## config.mk

```make
export PLATFORM = sky130hd
export DESIGN_NAME = uart_core_param
export DESIGN_NICKNAME = d
export VERILOG_FILES = /design/src/rtl/uart_core_param.sv
export SDC_FILE = /design/constraint.sdc
export NUM_CORES = 1
export LEC_CHECK = 0
export BUFFER_PORTS_ARGS = -buffer_cell sky130_fd_sc_hd__buf_4
export CAP_MARGIN = 20
export CORE_UTILIZATION = 40
export CTS_CLUSTER_DIAMETER = 100
export DETAILED_ROUTE_END_ITERATION = 7
export SETUP_SLACK_MARGIN = 0.4
export SLEW_MARGIN = 20
export SYNTH_ARGS = -nofsm -noshare
export SYNTH_HDL_FRONTEND = slang
export SYNTH_SLANG_ARGS = --single-unit
```

## constraint.sdc

```tcl
create_clock -name clk -period 2.7 [get_ports clk]
set_clock_uncertainty 0.1 [all_clocks]
set_input_delay 0.27 -clock clk [delete_from_list [all_inputs] [get_ports clk]]
set_output_delay 0.27 -clock clk [all_outputs]
set_load 0.02 [all_outputs]
```

## src/rtl/uart_core_param.sv

```systemverilog
// uart_core_param: shared baud tick, RX/TX FSMs, single-entry RX holding register, sticky errors.
// Optional parity framing is enabled by defining UART_PARITY_EN (sense set by PARITY_ODD).
module uart_core_param #(
  parameter int DBIT       = 8,
  parameter int SB_TICK    = 16,
  parameter int DVSR_W     = 16,
  parameter int PARITY_ODD = 0
) (
  input  logic              clk,
  input  logic              reset,
  input  logic [DVSR_W-1:0] dvsr,
  input  logic              rx,
  output logic              tx,
  input  logic [DBIT-1:0]   tx_data,
  input  logic              tx_wr,
  output logic              tx_busy,
  output logic [DBIT-1:0]   rx_data,
  output logic              rx_valid,
  input  logic              rx_rd,
  output logic              frame_err,
  output logic              overrun_err,
  output logic              parity_err,
  input  logic              err_clr
);

  localparam int S_W = (SB_TICK > 16) ? $clog2(SB_TICK) : 4;
  localparam int N_W = (DBIT > 1) ? $clog2(DBIT) : 1;

  typedef enum logic [2:0] {
    ST_IDLE,
    ST_START,
    ST_DATA,
`ifdef UART_PARITY_EN
    ST_PARITY,
`endif
    ST_STOP
  } state_e;

`ifdef UART_PARITY_EN
  localparam logic PAR_ODD = (PARITY_ODD != 0);
`endif

  // Baud tick; the divisor is captured at each wrap so a new value never truncates a period.
  logic [DVSR_W-1:0] cnt_q, dvsr_q;
  logic              tick;

  assign tick = (cnt_q == dvsr_q);

  // RX path
  logic              rx_meta_q, rx_sync_q;
  state_e            rx_state_q, rx_state_d;
  logic [S_W-1:0]    rx_s_q, rx_s_d;
  logic [N_W-1:0]    rx_n_q, rx_n_d;
  logic [DBIT-1:0]   rx_b_q, rx_b_d;
  logic [DBIT-1:0]   rx_data_q, rx_data_d;
  logic              rx_valid_q, rx_valid_d;
  logic              frame_err_q, frame_err_d;
  logic              overrun_err_q, overrun_err_d;
  logic              rx_deliver, rx_frame_evt, rx_overrun_evt;
`ifdef UART_PARITY_EN
  logic              parity_err_q, parity_err_d;
  logic              rx_par_evt;
`endif

  // TX path
  state_e            tx_state_q, tx_state_d;
  logic [S_W-1:0]    tx_s_q, tx_s_d;
  logic [N_W-1:0]    tx_n_q, tx_n_d;
  logic [DBIT-1:0]   tx_b_q, tx_b_d;
  logic              tx_q, tx_d;
`ifdef UART_PARITY_EN
  logic              tx_par_q, tx_par_d;
`endif

  // NOTE: every *_d is given its default first, so no branch can leave a latch behind.
  always_comb begin
    rx_state_d   = rx_state_q;
    rx_s_d       = rx_s_q;
    rx_n_d       = rx_n_q;
    rx_b_d       = rx_b_q;
    rx_deliver   = 1'b0;
    rx_frame_evt = 1'b0;
`ifdef UART_PARITY_EN
    rx_par_evt   = 1'b0;
`endif
    case (rx_state_q)
      ST_IDLE: begin
        if (!rx_sync_q) begin
          rx_state_d = ST_START;
          rx_s_d     = '0;
        end
      end
      ST_START: begin
        if (tick) begin
          if (rx_s_q == S_W'(7)) begin
            if (rx_sync_q) begin
              rx_state_d = ST_IDLE;
            end else begin
              rx_state_d = ST_DATA;
              rx_s_d     = '0;
              rx_n_d     = '0;
            end
          end else begin
            rx_s_d = rx_s_q + 1'b1;
          end
        end
      end
      ST_DATA: begin
        if (tick) begin
          if (rx_s_q == S_W'(15)) begin
            rx_s_d = '0;
            rx_b_d = {rx_sync_q, rx_b_q[DBIT-1:1]};
            if (rx_n_q == N_W'(DBIT - 1)) begin
`ifdef UART_PARITY_EN
              rx_state_d = ST_PARITY;
`else
              rx_state_d = ST_STOP;
`endif
            end else begin
              rx_n_d = rx_n_q + 1'b1;
            end
          end else begin
            rx_s_d = rx_s_q + 1'b1;
          end
        end
      end
`ifdef UART_PARITY_EN
      ST_PARITY: begin
        if (tick) begin
          if (rx_s_q == S_W'(15)) begin
            rx_s_d     = '0;
            rx_state_d = ST_STOP;
            rx_par_evt = ((^rx_b_q) ^ rx_sync_q) != PAR_ODD;
          end else begin
            rx_s_d = rx_s_q + 1'b1;
          end
        end
      end
`endif
      ST_STOP: begin
        if (tick) begin
          if (rx_s_q == S_W'(SB_TICK - 1)) begin
            rx_state_d   = ST_IDLE;
            rx_deliver   = rx_sync_q;
            rx_frame_evt = !rx_sync_q;
          end else begin
            rx_s_d = rx_s_q + 1'b1;
          end
        end
      end
      default: rx_state_d = ST_IDLE;
    endcase
  end

  // Holding register: a read in the same cycle as a delivery frees the slot for the new byte.
  always_comb begin
    rx_data_d      = rx_data_q;
    rx_valid_d     = rx_valid_q & ~rx_rd;
    rx_overrun_evt = 1'b0;
    if (rx_deliver) begin
      if (rx_valid_q && !rx_rd) begin
        rx_overrun_evt = 1'b1;
      end else begin
        rx_data_d  = rx_b_q;
        rx_valid_d = 1'b1;
      end
    end
    frame_err_d   = (frame_err_q & ~err_clr) | rx_frame_evt;
    overrun_err_d = (overrun_err_q & ~err_clr) | rx_overrun_evt;
`ifdef UART_PARITY_EN
    parity_err_d  = (parity_err_q & ~err_clr) | rx_par_evt;
`endif
  end

  always_comb begin
    tx_state_d = tx_state_q;
    tx_s_d     = tx_s_q;
    tx_n_d     = tx_n_q;
    tx_b_d     = tx_b_q;
    tx_d       = tx_q;
`ifdef UART_PARITY_EN
    tx_par_d   = tx_par_q;
`endif
    case (tx_state_q)
      ST_IDLE: begin
        tx_d = 1'b1;
        if (tx_wr) begin
          tx_state_d = ST_START;
          tx_s_d     = '0;
          tx_b_d     = tx_data;
          tx_d       = 1'b0;
`ifdef UART_PARITY_EN
          tx_par_d   = (^tx_data) ^ PAR_ODD;
`endif
        end
      end
      ST_START: begin
        if (tick) begin
          if (tx_s_q == S_W'(15)) begin
            tx_state_d = ST_DATA;
            tx_s_d     = '0;
            tx_n_d     = '0;
            tx_d       = tx_b_q[0];
          end else begin
            tx_s_d = tx_s_q + 1'b1;
          end
        end
      end
      ST_DATA: begin
        if (tick) begin
          if (tx_s_q == S_W'(15)) begin
            tx_s_d = '0;
            tx_b_d = tx_b_q >> 1;
            if (tx_n_q == N_W'(DBIT - 1)) begin
`ifdef UART_PARITY_EN
              tx_state_d = ST_PARITY;
              tx_d       = tx_par_q;
`else
              tx_state_d = ST_STOP;
              tx_d       = 1'b1;
`endif
            end else begin
              tx_n_d = tx_n_q + 1'b1;
              tx_d   = tx_b_q[1];
            end
          end else begin
            tx_s_d = tx_s_q + 1'b1;
          end
        end
      end
`ifdef UART_PARITY_EN
      ST_PARITY: begin
        if (tick) begin
          if (tx_s_q == S_W'(15)) begin
            tx_state_d = ST_STOP;
            tx_s_d     = '0;
            tx_d       = 1'b1;
          end else begin
            tx_s_d = tx_s_q + 1'b1;
          end
        end
      end
`endif
      ST_STOP: begin
        if (tick) begin
          if (tx_s_q == S_W'(SB_TICK - 1)) begin
            tx_state_d = ST_IDLE;
            tx_d       = 1'b1;
          end else begin
            tx_s_d = tx_s_q + 1'b1;
          end
        end
      end
      default: tx_state_d = ST_IDLE;
    endcase
  end

  // NOTE: non-blocking assignments here so every flop samples the pre-edge values.
  always_ff @(posedge clk) begin
    if (reset) begin
      cnt_q         <= '0;
      dvsr_q        <= dvsr;
      rx_meta_q     <= 1'b1;
      rx_sync_q     <= 1'b1;
      rx_state_q    <= ST_IDLE;
      rx_s_q        <= '0;
      rx_n_q        <= '0;
      rx_b_q        <= '0;
      rx_data_q     <= '0;
      rx_valid_q    <= 1'b0;
      frame_err_q   <= 1'b0;
      overrun_err_q <= 1'b0;
      tx_state_q    <= ST_IDLE;
      tx_s_q        <= '0;
      tx_n_q        <= '0;
      tx_b_q        <= '0;
      tx_q          <= 1'b1;
`ifdef UART_PARITY_EN
      parity_err_q  <= 1'b0;
      tx_par_q      <= 1'b0;
`endif
    end else begin
      if (tick) begin
        cnt_q  <= '0;
        dvsr_q <= dvsr;
      end else begin
        cnt_q <= cnt_q + 1'b1;
      end
      rx_meta_q     <= rx;
      rx_sync_q     <= rx_meta_q;
      rx_state_q    <= rx_state_d;
      rx_s_q        <= rx_s_d;
      rx_n_q        <= rx_n_d;
      rx_b_q        <= rx_b_d;
      rx_data_q     <= rx_data_d;
      rx_valid_q    <= rx_valid_d;
      frame_err_q   <= frame_err_d;
      overrun_err_q <= overrun_err_d;
      tx_state_q    <= tx_state_d;
      tx_s_q        <= tx_s_d;
      tx_n_q        <= tx_n_d;
      tx_b_q        <= tx_b_d;
      tx_q          <= tx_d;
`ifdef UART_PARITY_EN
      parity_err_q  <= parity_err_d;
      tx_par_q      <= tx_par_d;
`endif
    end
  end

  assign tx          = tx_q;
  assign tx_busy     = (tx_state_q != ST_IDLE);
  assign rx_data     = rx_data_q;
  assign rx_valid    = rx_valid_q;
  assign frame_err   = frame_err_q;
  assign overrun_err = overrun_err_q;
`ifdef UART_PARITY_EN
  assign parity_err  = parity_err_q;
`else
  assign parity_err  = 1'b0;
`endif

endmodule

```

* Word-level counts from Yosys, hierarchy flattened
Cells that the tools add are included.
** Cells by class
- Bitwise gates (word level) :: 8
- Reduce and logical (&&, ||, !) cells :: 25
- Equality and inequality tests :: 34
- Add/sub/neg operators :: 5
- Mux-type cells :: 69
** Operators by type and width (count)
- two-way mux 3 bit :: 25
- two-way mux 4 bit :: 12
- inequality test 2 bit (second input constant) :: 21
- two-way mux 16 bit :: 2
- two-way mux 8 bit :: 3
- one-hot mux 3 bit (4 select lines) :: 2
- two-way mux 1 bit :: 18
- adder 16 x 1 -> 16 bit (second input constant) :: 1
- equality test 16 bit :: 1
- one-hot mux 4 bit (4 select lines) :: 1
- one-hot mux 8 bit (2 select lines) :: 1
- AND reduction 8 bit :: 2
- AND reduction 7 bit :: 2
- equality test 3 x 2 -> 1 bit (second input constant) :: 4
- one-hot mux 3 bit (2 select lines) :: 2
- one-hot mux 4 bit (3 select lines) :: 1
- AND reduction 5 bit :: 2
- adder 4 x 1 -> 4 bit (second input constant) :: 2
- equality test 4 bit (second input constant) :: 2
- nonzero test 2 bit :: 4
- nonzero test 4 bit :: 2
- adder 3 x 1 -> 3 bit (second input constant) :: 2
- equality test 3 x 1 -> 1 bit (second input constant) :: 2
- equality test 3 bit (second input constant) :: 2
- other kinds (16) :: 25
** Word-level totals
- Output and inout port bits :: 14
- Word-level logic and storage cells :: 158
- Bits in registers :: 82
- Bits of input ports :: 30

* Longest topological paths before layout
- Depth after elaboration :: 6
- Gate-level depth with buffers :: 9
- Depth with buffers taken out :: 7

* Worst setup path before layout
Ideal clock, no wire load.
- Path kind :: register to register
- Start :: reg dvsr_q[15]
- End :: reg dvsr_q[0] (enable)
- Slack :: 325 ps
- Arrival :: 1888 ps
- Cell stages (with the launch flop) :: 6
- Required time :: 2213 ps
- Setup time :: 387 ps
- Clock period less this slack :: 2375 ps
- Path buffers :: 1
- Cells stage by stage :: edfxtp_1 xor2_1 nor4_2 nand4_1 nand2_1 clkbuf_1
** On the way
- Word-level cells in the longest chain between the ends :: 2
** RTL lines
- start: declaration :: line 44 : logic [DVSR_W-1:0] cnt_q, dvsr_q;
- start signal: assignment :: line 262 : dvsr_q <= dvsr;
- start signal: assignment :: line 285 : dvsr_q <= dvsr;
- equality test 16 bit :: line 47 : assign tick = (cnt_q == dvsr_q);
- nonzero test 2 bit (no line)
Every way passes these cells.
A chain may end at the register's enable or synchronous reset.

* Final worst setup path
- Start :: reg dvsr_q[11]
- End :: reg tx_n_q[1]
** On the way
- Word-level cells in the longest chain between the ends :: 3
- Elaborated cells on any way between the ends :: 4
- Classes of those cells :: eq/ne: 3; reduce/logical: 1
** RTL lines
- equality test 16 bit * :: line 47
- inequality test 2 bit (no line)
- AND reduction 6 bit (no line) *
- end signal: assignment :: line 301 : tx_n_q <= tx_n_d;
- end: declaration :: line 68 : logic [N_W-1:0] tx_n_q, tx_n_d;
Every way passes the cells marked *; elsewhere a longest branch is shown, timed or not.

==> results.py <==
metrics = {
    "status": {
        "status": "finished, final reports clean",
    },
    "synth": {
        "synth.most_common_cell": "dfxtp_1",
        "synth_top_family_by_area": "simple AND/OR/NAND/NOR gates",
        "ys_top_cells_by_area": "dfxtp_1, edfxtp_1, ha_1",
        "synth_edf_count": 16,
        "ys_ff_latch": 80,
        "async_flop_share_pct": 0,
        "synth_fa_ha_area_share_pct": 6.053,
        "synth_compound_area_share_pct": 14.59,
        "synthSimpleGateAreaFrac_pct": 19.15,
        "syn_area_sq_um": 3928,
        "synth_warnings": 0,
        "syn_inst": 418,
        "yosysUniqueCellTypes": 56,
        "syn_avg_cell_area_sq_um": 9.396,
        "synthMuxAreaShare_pct": 4.810,
        "seq_area_frac_synth_pct": 44.86,
        "synthFlopType": "dfxtp_1",
        "synth_top_area_share_pct": 32.62,
        "yosysTopAreaCell": "dfxtp_1",
        "synth-xor-area-share_pct": 6.690,
        "synthTopCellsByCount": "dfxtp_1, nor2_1, nand2_1, nand3_1, xor2_1",
        "syn_nets": 467,
    },
    "sta": {
        "finalHoldViolations": 0,
        "setup_viol": 0,
        "finalMaxSlewViolations": 0,
        "worst_pin_slew_ns": 0.6072,
        "period_needed_ns": 2.200,
        "tns_ns": 0,
        "relSlewSlack_pct": 59.15,
        "max_freq_mhz": 454.6,
        "holdWs_ns": 0.07134,
        "rsz0062_at_grt": "false",
        "min_period_over_period_pct": 81.46,
    },
    "route": {
        "num_vias": 3215,
        "drc_errors": 0,
        "drtPass1Iterations": 5,
        "drtIter0Drc": 125,
        "drt_wl_total_microns": 8383,
        "routedWlPerCell_microns": 13.74,
        "routed_via_density": 5.270,
        "antenna_left": 0,
    },
    "power": {
        "swShare_pct": 31.75,
        "vdd_drop_max_mv": 0.3055,
        "p_switching_w": 0.0009506,
        "combPwrFrac_pct": 24.3,
        "p_int_w": 0.002043,
        "p_per_area_nw_per_um2": 624.5,
        "p_leak_nw": 1.904,
        "clkPwrFrac_pct": 30.5,
        "pwr-share-seq_pct": 45.2,
    },
    "floorplanning": {
        "initial_core_util_pct": 41.91,
        "design.portCount": 44,
        "die_x_microns": 101.1,
        "core_sq_um": 9371,
        "die_y_microns": 101.1,
        "fp-row-count": 35,
        "die-area_sq_um": 10220,
    },
    "place": {
        "dp_hpwl_microns": 5675,
        "finalWeightedCongestion": 0.8658,
        "place.port_buffers": 42,
    },
    "worst_setup_path": {
        "crit_type": "register to register",
        "end_kind": "register",
        "cp_data_arrival_time_ns": 2.36,
        "cp_max_fo": 14,
        "start_kind": "register",
        "cp.required_ns": 2.86,
    },
    "final_layout": {
        "nFillCells": 910,
        "drive_gt1_share_pct": 19.13,
        "num_antenna_cells": 0,
        "synthToLayoutAreaGrowth_pct": 22.05,
        "fin_nets": 525,
    },
    "grt": {
        "grt_pass1_wl_microns": 14070,
        "grt_busiest_layer": "met2",
        "use_met3_pct": 2.497,
        "grt_use_met2_pct": 29.04,
        "grt_use_met1_pct": 22.20,
        "grt_max_degree": 39,
        "grt_antenna_before_repair": 0,
        "overflow": 0,
        "grt_pass1_vias": 3079,
        "grt_usage_pct": 17.14,
    },
    "run": {
        "maxCapViolations": 0,
    },
    "clocking": {
        "clock_sinks": 80,
        "clock_path_buffers": 2,
        "htree_levels": 3,
        "cts-root-buf": "clkbuf_8",
        "path_clk_slew_ns": 0.09,
        "clock_latency_ns": 0.34,
        "cts_made_buffers": 9,
        "cts_tree": "built",
    },
    "worst_hold_path": {
        "holdCritPathClass": "input port to register",
    },
}
==> registers in the layout, summed over array words and instances (netlist names), 4 cells and up <==
signal,flops
rx_data,8
tx_b_q,8
dvsr_q,16
cnt_q,16
rx_b_q,8
rx_s_q,4
tx_s_q,4
==> through the flow <==
| step | util, % | setup WS [ns] | cells | power (W) | area [sq um] |
|---|---|---|---|---|---|
| 2_1_floorplan | - | 0.6451 | 418 | 0.001868 | 3929 |
| 3_3_place_gp | 46.66 | 0.4491 | 576 | 0.002060 | 4373 |
| 3_5_place_dp | 46.66 | 0.3660 | 576 | 0.002070 | 4373 |
| 4_1_cts | 50.71 | 0.4474 | 610 | 0.003003 | 4752 |
| 5_1_grt | 51.15 | 0.4025 | 610 | 0.003161 | 4793 |
| 6_report | 51.15 | 0.5005 | 610 | 0.002994 | 4793 |
==> final cells by class <==
| cell class | count | area, sq um | area share [%] |
|---|---|---|---|
| multi-input cells | 303 | 2057 | 42.91 |
| flip-flops and latches | 80 | 1764 | 36.80 |
| repair buffers | 69 | 560.5 | 11.69 |
| well taps | 129 | 161.4 | 3.367 |
| clock buffers | 9 | 123.9 | 2.584 |
| clock inverters | 7 | 77.57 | 1.618 |
| inverters | 13 | 48.80 | 1.018 |
==> critical path, cell delays in order (launching register included) <==
cell and delay (ns):
edfxtp_1 0.39, xor2_1 0.16, nor4_2 0.35, nand4_1 0.13, buf_4 0.17, buf_4 0.18
or3_4 0.41, o31ai_2 0.21
==> path summary, 6_finish.rpt <==
path / slack, ns / from / cells past startpoint / to
min reg2reg: 0.32 / rx_meta_q$_SDFF_PP1_ / 1 / rx_sync_q$_SDFF_PP1_
min: 0.07 / tx_data[7] / 3 / tx_b_q[7]$_SDFFE_PP0P_
max reg2reg: 0.50 / dvsr_q[11]$_DFFE_PP_ / 7 / tx_n_q[1]$_SDFFE_PP0P_
max: 0.50 / dvsr_q[11]$_DFFE_PP_ / 7 / tx_n_q[1]$_SDFFE_PP0P_
==> power groups by stage <==
| stage | logic, W | registers [W] | clock network, W |
|---|---|---|---|
| floorplan | 0.000501 | 0.00137 | 0 |
| global placement | 0.000687 | 0.00137 | 0 |
| detailed placement | 0.000694 | 0.00138 | 0 |
| CTS | 0.000719 | 0.00135 | 0.000935 |
| global route | 0.000812 | 0.00136 | 0.000985 |
| finish | 0.000728 | 0.00135 | 0.000913 |
==> cell families (layout without fill, tap and decap cells) <==
| family | count (synthesis) | after routing |
|---|---|---|
| AND/OR/NAND/NOR | 147 | 147 |
| AO/OA/AOI/OAI | 88 | 88 |
| flip-flops | 80 | 80 |
| buffers and inverters | 35 | 98 |
| XOR/XNOR | 30 | 30 |
| adder cells (fa/ha/maj) | 19 | 19 |
| multiplexers | 18 | 18 |
| other | 1 | 1 |
==> layout by cell type, fill, tap and decap left out, types with 3 or more instances in the layout <==
master	Yosys	layout
a21oi_1	20	19
a22oi_1	6	6
a31oi_1	7	7
and3_1	9	9
buf_4	1	52
clkbuf_8	0	9
clkinv_4	0	3
dfxtp_1	64	62
dlygate4sd3_1	0	17
edfxtp_1	16	16
ha_1	19	17
inv_1	13	13
mux2_2	7	7
mux2i_1	11	11
nand2_1	32	32
nand2b_1	3	3
nand3_1	32	32
nand4_1	6	6
nor2_1	33	33
nor3_1	6	6
nor4_2	4	4
o21a_1	4	4
o21ai_0	22	22
o311ai_0	3	3
o31ai_1	4	3
or2_2	3	3
or3_1	5	3
xnor2_1	7	7
xor2_1	23	23
==> layer usage <==
layer	up-vias	routed length, microns
met4	0	91
met1	1528	3987
met3	8	255
li1	1625	-
met2	54	4047
met5	-	0
==> what timing repair did <==
| item | in CTS | in global routing |
|---|---|---|
| gates resized for setup | 0 | 11 |
| pin swaps | 1 | 3 |
| buffers inserted | 1 | 0 |
| hold buffers | 17 | 0 |
| endpoints found under the hold margin | 17 | 0 |
| endpoints found under the setup margin | 3 | 17 |
No activity file was read; power rests on OpenSTA's default activity.
